$ cat src/rtl/cfg_sched.sv
// Configuration write scheduler: shares one I2C word-write engine between boot-table
// replay and runtime user writes, with round-robin grant, NACK retry and a post-transaction gap.
module cfg_sched #(
  parameter int BOOT_LEN  = 16,
  parameter int MAX_RETRY = 3,
  parameter int GAP       = 4
) (
  input  logic        clk2,
  input  logic        reset,
  input  logic        boot_go,
  output logic [7:0]  rom_addr,
  input  logic [23:0] rom_data,
  input  logic        usr_req,
  input  logic [7:0]  usr_reg,
  input  logic [15:0] usr_data,
  output logic        usr_ack,
  output logic        usr_done,
  output logic        usr_err,
  output logic        eng_start,
  output logic [7:0]  eng_reg,
  output logic [15:0] eng_data,
  input  logic        eng_busy,
  input  logic        eng_done,
  input  logic        eng_nack,
  output logic        boot_busy,
  output logic        boot_done,
  output logic        cfg_err
);

  typedef enum logic [2:0] {S_IDLE, S_FETCH, S_LOAD, S_ISSUE, S_WAIT, S_GAP} state_e;
  typedef enum logic {SRC_BOOT = 1'b0, SRC_USR = 1'b1} src_e;

  state_e      state_q, state_d;
  logic [7:0]  boot_idx_q, boot_idx_d;
  logic [2:0]  retry_cnt_q, retry_cnt_d;
  logic [3:0]  gap_cnt_q, gap_cnt_d;
  src_e        last_grant_q, last_grant_d;
  src_e        src_q, src_d;
  logic        boot_pend_q, boot_pend_d;
  logic [7:0]  eng_reg_q, eng_reg_d;
  logic [15:0] eng_data_q, eng_data_d;
  logic        usr_ack_q, usr_ack_d;
  logic        usr_done_q, usr_done_d;
  logic        usr_err_q, usr_err_d;
  logic        boot_done_q, boot_done_d;
  logic        cfg_err_q, cfg_err_d;

  logic grant_boot, grant_usr, wait_done, do_retry, do_complete, do_fail, last_entry, boot_start;

  // Boot wins a tie unless it was also the previous owner, giving alternation under contention.
  assign grant_boot  = (state_q == S_IDLE) && boot_pend_q && (!usr_req || (last_grant_q == SRC_USR));
  assign grant_usr   = (state_q == S_IDLE) && !grant_boot && usr_req;
  assign wait_done   = (state_q == S_WAIT) && eng_done;
  assign do_retry    = wait_done && eng_nack && (retry_cnt_q < 3'(MAX_RETRY));
  assign do_complete = wait_done && !do_retry;
  assign do_fail     = do_complete && eng_nack;
  assign last_entry  = (boot_idx_q == 8'(BOOT_LEN - 1));
  assign boot_start  = boot_go && !boot_pend_q;

  always_ff @(posedge clk2 or negedge reset) begin
    if (!reset) begin
      state_q <= S_IDLE;
    end else begin
      // NOTE: non-blocking assignments in clocked blocks so every register samples pre-edge values.
      state_q <= state_d;
    end
  end

  always_comb begin
    // NOTE: default first so every path assigns state_d and no latch is inferred.
    state_d = state_q;
    unique case (state_q)
      S_IDLE: begin
        if (grant_boot)     state_d = S_FETCH;
        else if (grant_usr) state_d = S_ISSUE;
      end
      S_FETCH: state_d = S_LOAD;
      S_LOAD:  state_d = S_ISSUE;
      S_ISSUE: if (!eng_busy) state_d = S_WAIT;
      S_WAIT:  if (eng_done) state_d = S_GAP;
      // A nonzero retry count means the gap precedes a re-issue rather than the next grant.
      S_GAP:   if (gap_cnt_q == 4'd0) state_d = (retry_cnt_q != 3'd0) ? S_ISSUE : S_IDLE;
      default: state_d = S_IDLE;
    endcase
  end

  always_comb begin
    eng_start = (state_q == S_ISSUE) && !eng_busy;
  end

  always_comb begin
    boot_idx_d   = boot_idx_q;
    retry_cnt_d  = retry_cnt_q;
    gap_cnt_d    = gap_cnt_q;
    last_grant_d = last_grant_q;
    src_d        = src_q;
    boot_pend_d  = boot_pend_q;
    eng_reg_d    = eng_reg_q;
    eng_data_d   = eng_data_q;
    usr_ack_d    = grant_usr;
    usr_done_d   = 1'b0;
    usr_err_d    = 1'b0;
    boot_done_d  = 1'b0;
    cfg_err_d    = cfg_err_q;

    if (boot_start) begin
      boot_pend_d = 1'b1;
      boot_idx_d  = 8'd0;
      cfg_err_d   = 1'b0;
    end

    if (grant_boot) src_d = SRC_BOOT;
    if (grant_usr) begin
      src_d      = SRC_USR;
      eng_reg_d  = usr_reg;
      eng_data_d = usr_data;
    end
    if (state_q == S_LOAD) begin
      eng_reg_d  = rom_data[23:16];
      eng_data_d = rom_data[15:0];
    end

    if ((state_q == S_GAP) && (gap_cnt_q != 4'd0)) gap_cnt_d = gap_cnt_q - 4'd1;
    if (wait_done) gap_cnt_d = 4'(GAP - 1);
    if (do_retry)  retry_cnt_d = retry_cnt_q + 3'd1;

    if (do_complete) begin
      retry_cnt_d  = 3'd0;
      last_grant_d = src_q;
      if (do_fail) cfg_err_d = 1'b1;
      if (src_q == SRC_BOOT) begin
        boot_idx_d = boot_idx_q + 8'd1;
        if (last_entry) begin
          boot_pend_d = 1'b0;
          boot_done_d = 1'b1;
        end
      end else begin
        usr_done_d = 1'b1;
        usr_err_d  = do_fail;
      end
    end
  end

  always_ff @(posedge clk2 or negedge reset) begin
    if (!reset) begin
      boot_idx_q   <= 8'd0;
      retry_cnt_q  <= 3'd0;
      gap_cnt_q    <= 4'd0;
      last_grant_q <= SRC_USR;
      src_q        <= SRC_BOOT;
      boot_pend_q  <= 1'b0;
      eng_reg_q    <= 8'd0;
      eng_data_q   <= 16'd0;
      usr_ack_q    <= 1'b0;
      usr_done_q   <= 1'b0;
      usr_err_q    <= 1'b0;
      boot_done_q  <= 1'b0;
      cfg_err_q    <= 1'b0;
    end else begin
      boot_idx_q   <= boot_idx_d;
      retry_cnt_q  <= retry_cnt_d;
      gap_cnt_q    <= gap_cnt_d;
      last_grant_q <= last_grant_d;
      src_q        <= src_d;
      boot_pend_q  <= boot_pend_d;
      eng_reg_q    <= eng_reg_d;
      eng_data_q   <= eng_data_d;
      usr_ack_q    <= usr_ack_d;
      usr_done_q   <= usr_done_d;
      usr_err_q    <= usr_err_d;
      boot_done_q  <= boot_done_d;
      cfg_err_q    <= cfg_err_d;
    end
  end

  assign rom_addr  = boot_idx_q;
  assign eng_reg   = eng_reg_q;
  assign eng_data  = eng_data_q;
  assign usr_ack   = usr_ack_q;
  assign usr_done  = usr_done_q;
  assign usr_err   = usr_err_q;
  assign boot_busy = boot_pend_q;
  assign boot_done = boot_done_q;
  assign cfg_err   = cfg_err_q;

endmodule
$ cat config.mk
export PLATFORM = sky130hd
export DESIGN_NAME = cfg_sched
export DESIGN_NICKNAME = d
export VERILOG_FILES = /design/src/rtl/cfg_sched.sv
export SDC_FILE = /design/constraint.sdc
export NUM_CORES = 1
export LEC_CHECK = 0
export CORE_ASPECT_RATIO = 1.75
export CORE_MARGIN = 3
export CORE_UTILIZATION = 39
export DETAILED_ROUTE_END_ITERATION = 10
export PLACE_DENSITY = 0.87
export REMOVE_ABC_BUFFERS = 1
export SYNTH_ARGS = -nofsm -noshare
export SYNTH_HDL_FRONTEND = slang
export SYNTH_SLANG_ARGS = --single-unit
export TNS_END_PERCENT = 1
$ cat constraint.sdc
create_clock -name clk2 -period 1.8 [get_ports clk2]
set_clock_uncertainty 0.2 [all_clocks]
set_input_delay 0.18 -clock clk2 [delete_from_list [all_inputs] [get_ports clk2]]
set_output_delay 0.18 -clock clk2 [all_outputs]
set_load 0.01 [all_outputs]
Word-level counts from Yosys, hierarchy flattened
Index checks and enable logic that the tools add are counted.

Latch bits: 0. Register bits: 50. Output and inout bits: 39. Input port bits: 55. Memories kept: 0. Bits in read-only memories: 0. RAM bits: 0.

Equality and inequality tests: 10. $add $sub $neg: 3. Divide/modulo/power cells: 0. Bitwise gates (word level): 0. Reductions and logical operators: 27. Shift operators: 0. Multiplexer cells: 34. Order comparisons: 1. Multipliers: 0.

Operators by type and width (count): $mux W8 (5); $mux W16 (2); $mux W3 (7); $pmux W3 S6 (1); $mux W1 (16); $logic_and A1 B1 Y1 (12); $add A8 B1 Y8 const B (1); $eq A8 B4 Y1 const B (1); $mux W4 (2); $reduce_bool A2 Y1 (4); $eq A3 B2 Y1 const B (2); $eq A3 B3 Y1 const B (2); $ne A2 B2 Y1 const B (3); $logic_not A1 Y1 (5); $logic_not A4 Y1 (1); $reduce_and A4 Y1 (1); $reduce_bool A4 Y1 (1); $sub A4 B1 Y4 const B (1); $add A3 B1 Y3 const B (1); $eq A3 B1 Y1 const B (1); $logic_not A3 Y1 (1); $lt A3 B2 Y1 const B (1); $ne A3 B3 Y1 const B (1); $reduce_bool A3 Y1 (1); other kinds (2) (2).

Longest topological paths before layout
Depth in word-level cells: 9. Mapped depth: 6.

Worst setup path before layout
OpenSTA, ideal clock, no wires.

Path kind: register to register. Start: reg state_q[0]. End: reg boot_idx_q[3], in the netlist rom_addr[3]. Cell stages (with the launch flop): 7. Clock period less this slack: 1.763 ns. Path slack: 0.037 ns. Library setup time: 0.124 ns. Data arrival time: 1.439 ns. Path through: dfrtp_1 > and4bb_1 > buf_4 > o211ai_4 > and2_4 > buf_6 > a211o_1.

Longest elaborated chain between the ends: 7.

Ends and longest elaborated chain: from (decl) (RTL line 33) `state_e state_q, state_d;`; from (signal assigned) (RTL line 65) `state_q <= state_d;`; $eq A3 B3 Y1 * (RTL line 53) `assign wait_done = (state_q == S_WAIT) && eng_done;`; $logic_and A1 B1 Y1 * (RTL line 53); $logic_and A1 B1 Y1 (2 in a row) (RTL line 54) `assign do_retry = wait_done && eng_nack && (retry_cnt_q < 3'(MAX_RETRY));`; $logic_not A1 Y1 (RTL line 55) `assign do_complete = wait_done && !do_retry;`; $logic_and A1 B1 Y1 * (RTL line 55); $mux W8 * (RTL line 127) `if (do_complete) begin`; net boot_idx_d[3] (RTL line 34) `logic [7:0] boot_idx_q, boot_idx_d;`; to (signal assigned) (RTL line 160) `boot_idx_q <= boot_idx_d;`; to (decl) (RTL line 34).

Mark *: on every way through the listed nets, which the timed path passes. The rest lies on a longest branch. A chain may end at the register's enable or synchronous reset.

Final worst setup path
Start: reg state_q[1]. End: reg boot_idx_q[3], in the netlist rom_addr[3].

Same word-level chain as after synthesis.

==> reports/results.ini <==
[run_status]
outcome=finished with violations
violations=setup timing

[timing]
period_needed_ns=1.84
tightest_slew_ns=0.291
max_slew_margin=0.804
hold-worst-slack_ns=0.191
setup_viol=1
timing.fmax_mhz=544
rsz0062_at_grt=yes
timing.final.crit_share=1.02
setup_ws_ns=-0.0377
finalHoldViolations=0
drv_slew=0

[synthesis]
yosys_most_used_dff=dfrtp_1
synth_compound_area_frac=0.159
synth_warnings=0
synth_top_family_by_area=simple AND/OR/NAND/NOR gates
syn_area_per_cell_um2=9.05
synth_adder_area_share=0.0207
synth_cells=267
yosys.area_share.simple=0.242
syn_area_mm2=0.00242
yosysSeqAreaShare=0.518
synth_cell_type_count=41
synth_xor_area_frac=0.0109
synth_mux_area_frac=0.00466
async_reset_ff_frac=1.00
synth-edff-count=0
ys_seq_elements=50

[worst_setup_path]
worstSetupStartpointType=register
cp_cell_sequence=buf_6 > and4bb_4 > o211ai_4 > and2_4 > a211o_1
slowest_stage=dfrtp_1
path_max_fanout=7
critPathRequiredTime_ns=1.79
critPathMaxStageDelay_ns=0.42
end_kind=register
crit_arrival_ns=1.82
crit_type=register to register

[placed_design]
io_buffers=93
placed_cells=443
gp_congestion=0.862
place_ws_ns=-0.271
dp_hpwl_um=4760

[layout]
layout-drive-gt1-share=0.156
seq_area_mm2=0.00125
fillers=503
antenna_cells=0
final_cells=462
largest_register_ffs=16
nNetsFinal=442
area_delta_synth_final_pct=59.4
multi_input_area_mm2=0.00111

[route]
wl_um=6720
vias=2393
drtAntennaViolNets=0
drc=0
via_per_inst=5.18
drt_iter0_drc=157
routedWlPerCell_um=14.6
firstDrtPassIters=4

[global_routing]
grt_pass1_wl_um=10500
grt_use_total=0.183
overflow=0
grt_pass1_vias=2359
antenna_found_initial=0
grt_max_degree=51

[clock_network]
path_clk_slew_ns=0.09
clk_path_buf_depth=2
cts_made_buffers=5
cts_tree=built
clock_sinks=50
clock_latency_ns=0.30
root_buffer=clkbuf_8
htreeDepth=2

[floorplanning]
rows=37
die_area_mm2=0.00722
die-width_um=65.5
initial_core_util=0.408
core_mm2=0.00593
die_y_um=110
pin_count=94

[power_and_ir_drop]
p_per_area_mw_per_mm2=1400
p_leak_nw=1.73
ir_worst_vdd_mv=1.01
power_w=0.00539

[run]
drv_cap=0

[hold_path]
hold_path_class=input port to asynchronous set/reset pin

where the power goes:
group / switching, W / total [W] / internal [W]
Sequential: 0.000296 / 0.00189 / 0.00159
Combinational: 0.00127 / 0.00273 / 0.00146
Clock: 0.000368 / 0.000777 / 0.000409
metrics by stage:
step,utilization,setup TNS [ns],instance area [um2]
2_1_floorplan,-,-6.72,2340
3_3_place_gp,0.599,-2.49,3550
3_5_place_dp,0.599,-3.27,3550
4_1_cts,0.622,-0.0430,3680
5_1_grt,0.650,-1.37,3850
6_report,0.650,-0.0377,3850
worst max-delay path, delay by kind of cell, from the launching register on:
kind            cells  cell delay [ns]
compound gates      2             0.39
buf+inv             1             0.13
flops               1             0.42
simple gates        2             0.58
logic make-up after synthesis:
kind of cell / count (synthesis)
AOI/OAI and AO/OA: 58
and+or+nand+nor: 128
muxes: 1
xor gates and xnor gates: 3
DFF: 50
adders and majority gates: 4
buffers and inverters: 23
layer usage:
metal	wire length (um)	vias up	track usage
met1	2340	1136	0.188
li1	-	1161	-
met4	125	0	0.0593
met3	350	14	0.0396
met5	0	-	0
met2	3910	82	0.356
cell type report:
cell class                 instances  area share
clock inverter                     3      0.0104
clock buffer                       5      0.0179
timing repair buffer             123       0.322
inverter                           9      0.0101
sequential                        50       0.326
multi-input combinational        194       0.289
tap                               78      0.0253
worst paths after layout:
path / from / endpoint / slack (ns) / cells after the start
worst max-delay path: state_q[1] / rom_addr[3] / -0.04 / 5
worst min-delay path: reset / rom_addr[3] / 0.19 / 3
worst max register to register: state_q[1] / rom_addr[3] / -0.04 / 5
worst min register to register: cfg_err / cfg_err / 0.31 / 1
max in group asynchronous: reset / last_grant_q / 0.93 / 3
min in group clk2: usr_data[8] / eng_data[8] / 0.23 / 3
cells in the final DEF (no fill, tap or decap), types with 2 or more instances in the layout:
master           Yosys  layout
a211o_1              2       2
a21o_1               5       5
a21oi_1              8       8
a22o_1               2       2
a31oi_1             27      25
a31oi_2              0       2
and2_1               2       2
and3_1               2       2
buf_12               0       3
buf_4                2      20
buf_6                1       4
clkbuf_16            0       2
clkbuf_8             0       5
clkdlybuf4s50_1      0      91
clkinv_2             0       2
dfrtp_1             49      47
dfrtp_2              0       2
ha_1                 4       4
inv_1                8       8
nand2_1             57      48
nand2_2              0       9
nand2b_1             4       4
nand3_1              8       8
nand3b_1             2       2
nand4_1              2       2
nor2_1              33      33
nor3_1               5       4
nor3b_1              2       2
o21ai_0              8       8
or3_1                5       5
xnor2_1              2       2
cell usage after synthesis, types with 4 or more instances:
library cell,n,area (um2)
nor2_1,33,124
nand3_1,8,40.0
or3_1,5,31.3
clkbuf_1,7,26.3
a31oi_1,27,169
o21ai_0,8,40.0
buf_2,4,20.0
dfrtp_1,49,1230
nor3_1,5,25.0
nand2_1,57,214
a21o_1,5,37.5
nand2b_1,4,25.0
a21oi_1,8,40.0
ha_1,4,50.1
inv_1,8,30.0
timing repair:
action	CTS	global route
endpoints found under the hold margin	50	0
gates cloned	0	3
setup buffers	0	7
pin swaps	1	20
gates resized for setup	6	18
hold buffers	1	0
setup endpoints to repair	27	30
(Power assumes the default switching activity.)
